===== config.mk =====
export PLATFORM = sky130hd
export DESIGN_NAME = seg_scan_ctrl
export DESIGN_NICKNAME = d
export VERILOG_FILES = /design/src/rtl/seg_scan_ctrl.sv
export SDC_FILE = /design/constraint.sdc
export NUM_CORES = 1
export LEC_CHECK = 0
export ABC_AREA = 1
export CAP_MARGIN = 30
export CORE_MARGIN = 2
export CORE_UTILIZATION = 37
export DETAILED_ROUTE_END_ITERATION = 8
export DONT_BUFFER_PORTS = 1
export PLACE_DENSITY = 0.47
export SLEW_MARGIN = 0
export SYNTH_ARGS = -nofsm -noshare
export SYNTH_HDL_FRONTEND = slang
export SYNTH_SLANG_ARGS = --single-unit
export TNS_END_PERCENT = 10

===== constraint.sdc =====
create_clock -name clk_slow -period 3.5 [get_ports clk_slow]
set_clock_uncertainty 0.2 [all_clocks]
set_input_delay 0.525 -clock clk_slow [delete_from_list [all_inputs] [get_ports clk_slow]]
set_output_delay 0.525 -clock clk_slow [all_outputs]
set_load 0.03 [all_outputs]

===== src/rtl/seg_scan_ctrl.sv =====
// seg_scan_ctrl
//   Multiplexed 7-segment scan controller. Walks N_DIGITS digit slots of
//   DWELL clk_slow cycles each. Digits 0..N_DIGITS/2-1 drive seg_out1 and the
//   rest drive seg_out2. The brightness input is a PWM setting: it gives the
//   number of on-cycles per slot minus 1, and values above DWELL-1 saturate.
//   blank_mask darkens single digits. The display buffer is double-buffered
//   and changes only at a frame boundary, so a frame is never shown torn.
//
// Ports
//   clk_slow    in   scan clock, rising edge
//   rst_n       in   asynchronous active-low reset
//   frame_in    in   [8*N_DIGITS] segment patterns, digit i = frame_in[8*i+:8]
//   frame_load  in   request to copy frame_in into the display buffer
//   frame_ack   out  one-cycle pulse: the buffer was updated at this edge
//   blank_mask  in   [N_DIGITS] 1 = digit dark during its slot
//   blink_mask  in   [N_DIGITS] (SEG_BLINK_EN only) digits that blink
//   brightness  in   [BRIGHT_W] on-cycles per slot minus 1, saturating
//   frame_start out  one-cycle pulse while digit 0 / dwell 0 is output
//   seg_en      out  [N_DIGITS] one-hot digit enable, active high
//   seg_out1    out  [8] segment bus, lower digit group
//   seg_out2    out  [8] segment bus, upper digit group
//
// Configuration
//   SEG_BLINK_EN: adds blink_mask and parameter BLINK_FRAMES. The blink phase
//   toggles every BLINK_FRAMES frames and is on after reset. In the off phase,
//   digits that are set in blink_mask are dark.
//
// Load handshake (frame_load / frame_ack)
//   frame_load is a level request. A request seen at any edge is remembered
//   in pending. At the frame-boundary edge (last digit, last dwell cycle) a
//   pending request, or a frame_load high at that edge, copies frame_in into
//   the buffer. That edge clears pending and raises frame_ack for one cycle.
//   The source keeps frame_in stable from frame_load until frame_ack.
//   Requests that arrive while one is pending merge into it. Reset drops a
//   pending request and does not send an ack for it.
module seg_scan_ctrl #(
  parameter int N_DIGITS = 8,
  parameter int DWELL    = 4,
  parameter int BRIGHT_W = 8
`ifdef SEG_BLINK_EN
  ,
  parameter int BLINK_FRAMES = 32
`endif
) (
  input  logic                  clk_slow,
  input  logic                  rst_n,
  input  logic [8*N_DIGITS-1:0] frame_in,
  input  logic                  frame_load,
  output logic                  frame_ack,
  input  logic [N_DIGITS-1:0]   blank_mask,
`ifdef SEG_BLINK_EN
  input  logic [N_DIGITS-1:0]   blink_mask,
`endif
  input  logic [BRIGHT_W-1:0]   brightness,
  output logic                  frame_start,
  output logic [N_DIGITS-1:0]   seg_en,
  output logic [7:0]            seg_out1,
  output logic [7:0]            seg_out2
);

  localparam int IW   = $clog2(N_DIGITS);
  localparam int DW   = (DWELL > 1) ? $clog2(DWELL) : 1;
  localparam int HALF = N_DIGITS / 2;

  logic [IW-1:0]                idx;
  logic [DW-1:0]                dcnt;
  logic                         pending;
  logic [N_DIGITS-1:0][7:0]     frame_buf;
  logic [BRIGHT_W-1:0]          bright_q;

  logic                         last_dwell;
  logic                         at_boundary;
  logic                         load_now;
  logic [BRIGHT_W-1:0]          eff_bright;
  logic                         dark;
  logic                         lit;
  logic                         in_lower;
  logic [7:0]                   cur_seg;

`ifdef SEG_BLINK_EN
  localparam int FW = (BLINK_FRAMES > 1) ? $clog2(BLINK_FRAMES) : 1;
  logic [FW-1:0] fcnt;
  logic          blink_on;

  // The blink phase changes only at the frame boundary, so a whole frame
  // uses the same phase.
  always_ff @(posedge clk_slow or negedge rst_n) begin
    if (!rst_n) begin
      fcnt     <= '0;
      blink_on <= 1'b1;
    end else if (at_boundary) begin
      if (fcnt == FW'(BLINK_FRAMES - 1)) begin
        fcnt     <= '0;
        blink_on <= ~blink_on;
      end else begin
        fcnt <= fcnt + 1'b1;
      end
    end
  end
`endif

  always_comb begin
    last_dwell  = (dcnt == DW'(DWELL - 1));
    at_boundary = last_dwell && (idx == IW'(N_DIGITS - 1));
    load_now    = at_boundary && (pending || frame_load);
    // At dwell 0 the live brightness value is used. For the rest of the slot
    // the value captured at that edge is used.
    eff_bright  = (dcnt == '0) ? brightness : bright_q;
`ifdef SEG_BLINK_EN
    dark        = blank_mask[idx] || (!blink_on && blink_mask[idx]);
`else
    dark        = blank_mask[idx];
`endif
    // dcnt never exceeds DWELL-1. So comparing it directly with the
    // brightness value already saturates at a fully lit slot.
    lit         = (32'(dcnt) <= 32'(eff_bright)) && !dark;
    in_lower    = (idx < IW'(HALF));
    cur_seg     = frame_buf[idx];
  end

  // Scan counters, load handshake and display buffer.
  always_ff @(posedge clk_slow or negedge rst_n) begin
    if (!rst_n) begin
      idx       <= '0;
      dcnt      <= '0;
      pending   <= 1'b0;
      frame_buf <= '0;
      bright_q  <= '0;
    end else begin
      if (dcnt == '0) bright_q <= brightness;
      if (last_dwell) begin
        dcnt <= '0;
        idx  <= (idx == IW'(N_DIGITS - 1)) ? '0 : idx + 1'b1;
      end else begin
        dcnt <= dcnt + 1'b1;
      end
      if (load_now) begin
        frame_buf <= frame_in;
        pending   <= 1'b0;
      end else if (frame_load) begin
        pending   <= 1'b1;
      end
    end
  end

  // Registered outputs. They show the counter state from one cycle earlier.
  always_ff @(posedge clk_slow or negedge rst_n) begin
    if (!rst_n) begin
      seg_en      <= '0;
      seg_out1    <= '0;
      seg_out2    <= '0;
      frame_ack   <= 1'b0;
      frame_start <= 1'b0;
    end else begin
      seg_en      <= lit ? (N_DIGITS'(1) << idx) : '0;
      seg_out1    <= (lit && in_lower)  ? cur_seg : 8'h00;
      seg_out2    <= (lit && !in_lower) ? cur_seg : 8'h00;
      frame_ack   <= load_now;
      frame_start <= (idx == '0) && (dcnt == '0);
    end
  end

endmodule

==> out/summary.txt <==
status = completed
first-pass GRT wire length = 17.55 mm
sequential share of the synthesized area = 0.5740
top cells by instance count after synthesis = 230 x nand2_1, 104 x dfrtp_1, 58 x nor2_1, 37 x inv_1, 32 x o21ai_0
synth unique cells = 24
CTS tree = done
Area Overhead vs Synth = 8.858%
Hold WC Path Type = in2reg
Core Rows = 40
crit-path max FO = 13
Post-Layout Cell Count = 683
Initial Utilization = 0.3775
dpl hpwl = 7.108 mm
WHS = 0.08725 ns
per-cell routed wire length = 15.80 um
DIE HEIGHT = 114.7 um
CTS root buf = clkbuf_16
clock transition at the registers of the reported paths = 0.07 ns
DRT Wirelength = 10.79 mm
Max-cap violations = 0
post-CTS setup repair buffer count = 0
I/O Pins = 109
Slew HR = 0.5423
H-Tree Depth = 3
Synth async-reset ratio = 1.000
Setup TNS Final = 0 ns
Mapped Area = 0.004534 mm2
Final setup viols = 0
cell accounting for the most synthesized area = dfrtp_1
number of CTS-inserted buffers = 9
synthesized net count = 635
RSZ-0062 raised after global routing = false
Core Footprint = 0.01201 mm2
Die ar. = 0.01316 mm2
port bufs = 0
initial antenna violation count = 0
n_diodes = 0
post-DR vias/cell = 4.780
post-CTS sizing = 0
Slew @ Worst Pin = 0.6856 ns
crit share post-route = 0.7352
chip width = 114.7 um
Pwr Density = 493.8 mW/mm2
Synth Register Bits = 104
crit path DAT = 2.59 ns
syn avg cell area = 8.366 um2
clock latency on the worst-skew pair = 0.34 ns
RD Place Congestion = 0.7423
Startpoint Class = flip-flop
Critical Path RT = 3.52 ns
Fillers = 1273
Post-synth EDFFs = 0
Max Freq = 0.3886 GHz
most common cell in the netlist = nand2_1
via count = 3265
Setup crit end kind = flip-flop
vias in the first global route = 3283
VDD IR-drop max = 0.0002283 V
leakage = 2.567 nW
clk sink count = 104
placed cells = 666
share of cells above drive strength 1 = 0.04664
clk buf depth = 2
hold violation count in the final report = 0
Setup WS post-layout = 0.9266 ns
gr usage total = 0.1752
largest net degree at the start of global routing = 105
worst slack, placed = 0.9059 ns
Min Clock Period, post-route = 2.573 ns
Iter 0 DRT Violations = 178
Post-DRT Antenna Nets = 0
Ys Warns = 0
fin. max-slew vios = 0
Most used DFF post-synth = dfrtp_1
area share of the largest cell type after synthesis = 0.5740
top cells by area, synth = dfrtp_1 57%, nand2_1 19%, nor2_1 4.8%, o21ai_0 3.5%, inv_1 3.1%
GRT Residual Overflow = 0
WS Path Type = reg2reg
Nets = 625
drt drc = 0
Cells after Synth = 542
drt pass-1 iters = 4
==> metrics by stage <==
step | utilization | cell area (um2) | total power [mW]
3_5_place_dp | 0.3825 | 4594 | 1.378
5_1_grt | 0.4109 | 4936 | 2.540
4_1_cts | 0.4109 | 4936 | 2.469
6_report | 0.4109 | 4936 | 2.438
2_1_floorplan | - | 4534 | 1.360
3_3_place_gp | 0.3825 | 4594 | 1.377
==> registers in the layout, indices dropped and copies added, names as in the netlist <==
name         flops
frame_buf       64
bright_q         8
seg_en           8
seg_out1         8
seg_out2         8
idx              3
dcnt             2
frame_ack        1
frame_start      1
pending          1
==> path summary, 6_finish.rpt <==
check / start / to / slack, ns / cells after the start
min in group asynchronous: rst_n / frame_buf[31]$_DFFE_PN0P_ / 0.63 / 2
worst min-delay path: frame_in[32] / frame_buf[32]$_DFFE_PN0P_ / 0.09 / 2
worst max-delay path: dcnt[0]$_DFF_PN0_ / seg_out2[5]$_DFF_PN0_ / 0.93 / 12
worst max register to register: dcnt[0]$_DFF_PN0_ / seg_out2[5]$_DFF_PN0_ / 0.93 / 12
worst min register to register: bright_q[4]$_DFF_PN0_ / bright_q[4]$_DFF_PN0_ / 0.27 / 2
max in group asynchronous: rst_n / frame_buf[38]$_DFFE_PN0P_ / 2.08 / 2
==> power by group <==
group / total [mW] / switching [mW] / internal [mW]
clock network: 1.06 / 0.432 / 0.624
registers: 1.29 / 0.0365 / 1.25
logic: 0.0963 / 0.0622 / 0.0340
total: 2.44 / 0.530 / 1.91
==> worst max-delay path, stage by stage, from the launching register on <==
cell and delay [ns]:
dfrtp_1 0.40, inv_1 0.09, ha_1 0.40, inv_1 0.17, nand2_1 0.09, nand2_1 0.07, ha_1 0.27, nand2_1 0.06
nand3_1 0.07, nor2_1 0.16, nand2_2 0.12, nand3_2 0.25, nor2_1 0.09
==> cells by family after synthesis <==
kind of cell,share of synthesized area
and+or+nand+nor,0.2624
DFF,0.5740
AOI/OAI and AO/OA,0.06733
buffers and inverters,0.06871
adders and majority gates,0.02759
==> layout by cell type (no fill, tap or decap), drive strengths merged <==
master,netlist,final
a21boi,1,1
nor2,58,58
bufinv,0,2
clkinvlp,0,1
o22ai,12,12
clkbuf,6,12
o211ai,3,3
o21ai,34,34
a21oi,3,3
nand2,231,231
o21a,1,1
nor3,1,1
clkinv,1,1
inv,39,39
buf,22,6
dfrtp,104,104
dlygate4sd3,0,1
ha,10,10
o21bai,1,1
nand3,15,15
==> metal layers <==
metal	up-vias	routed length (um)	global-route usage	share of wire
met5	-	0	0	0
li1	1648	-	-	-
met3	11	662	0.05294	0.061
met4	0	124	0.04819	0.011
met2	74	5033	0.2813	0.47
met1	1532	4973	0.2323	0.46
==> cell type report <==
cell class / count / area [um2] / share of cell area
Timing Repair Buffer: 7 / 75.07 / 0.01521
Clock buffer: 12 / 236.5 / 0.04791
Tap cell: 147 / 183.9 / 0.03726
Multi-Input combinational cell: 370 / 1620 / 0.3283
Inverter: 40 / 150.1 / 0.03042
Sequential cell: 104 / 2603 / 0.5273
Clock inverter: 3 / 67.56 / 0.01369
==> timing repair <==
action | CTS | global route
endpoints found under the setup margin | 0 | 0
hold buffers | 2 | 0
hold endpoints to repair | 104 | 0
Note: power is estimated with default switching activity, not from simulation.
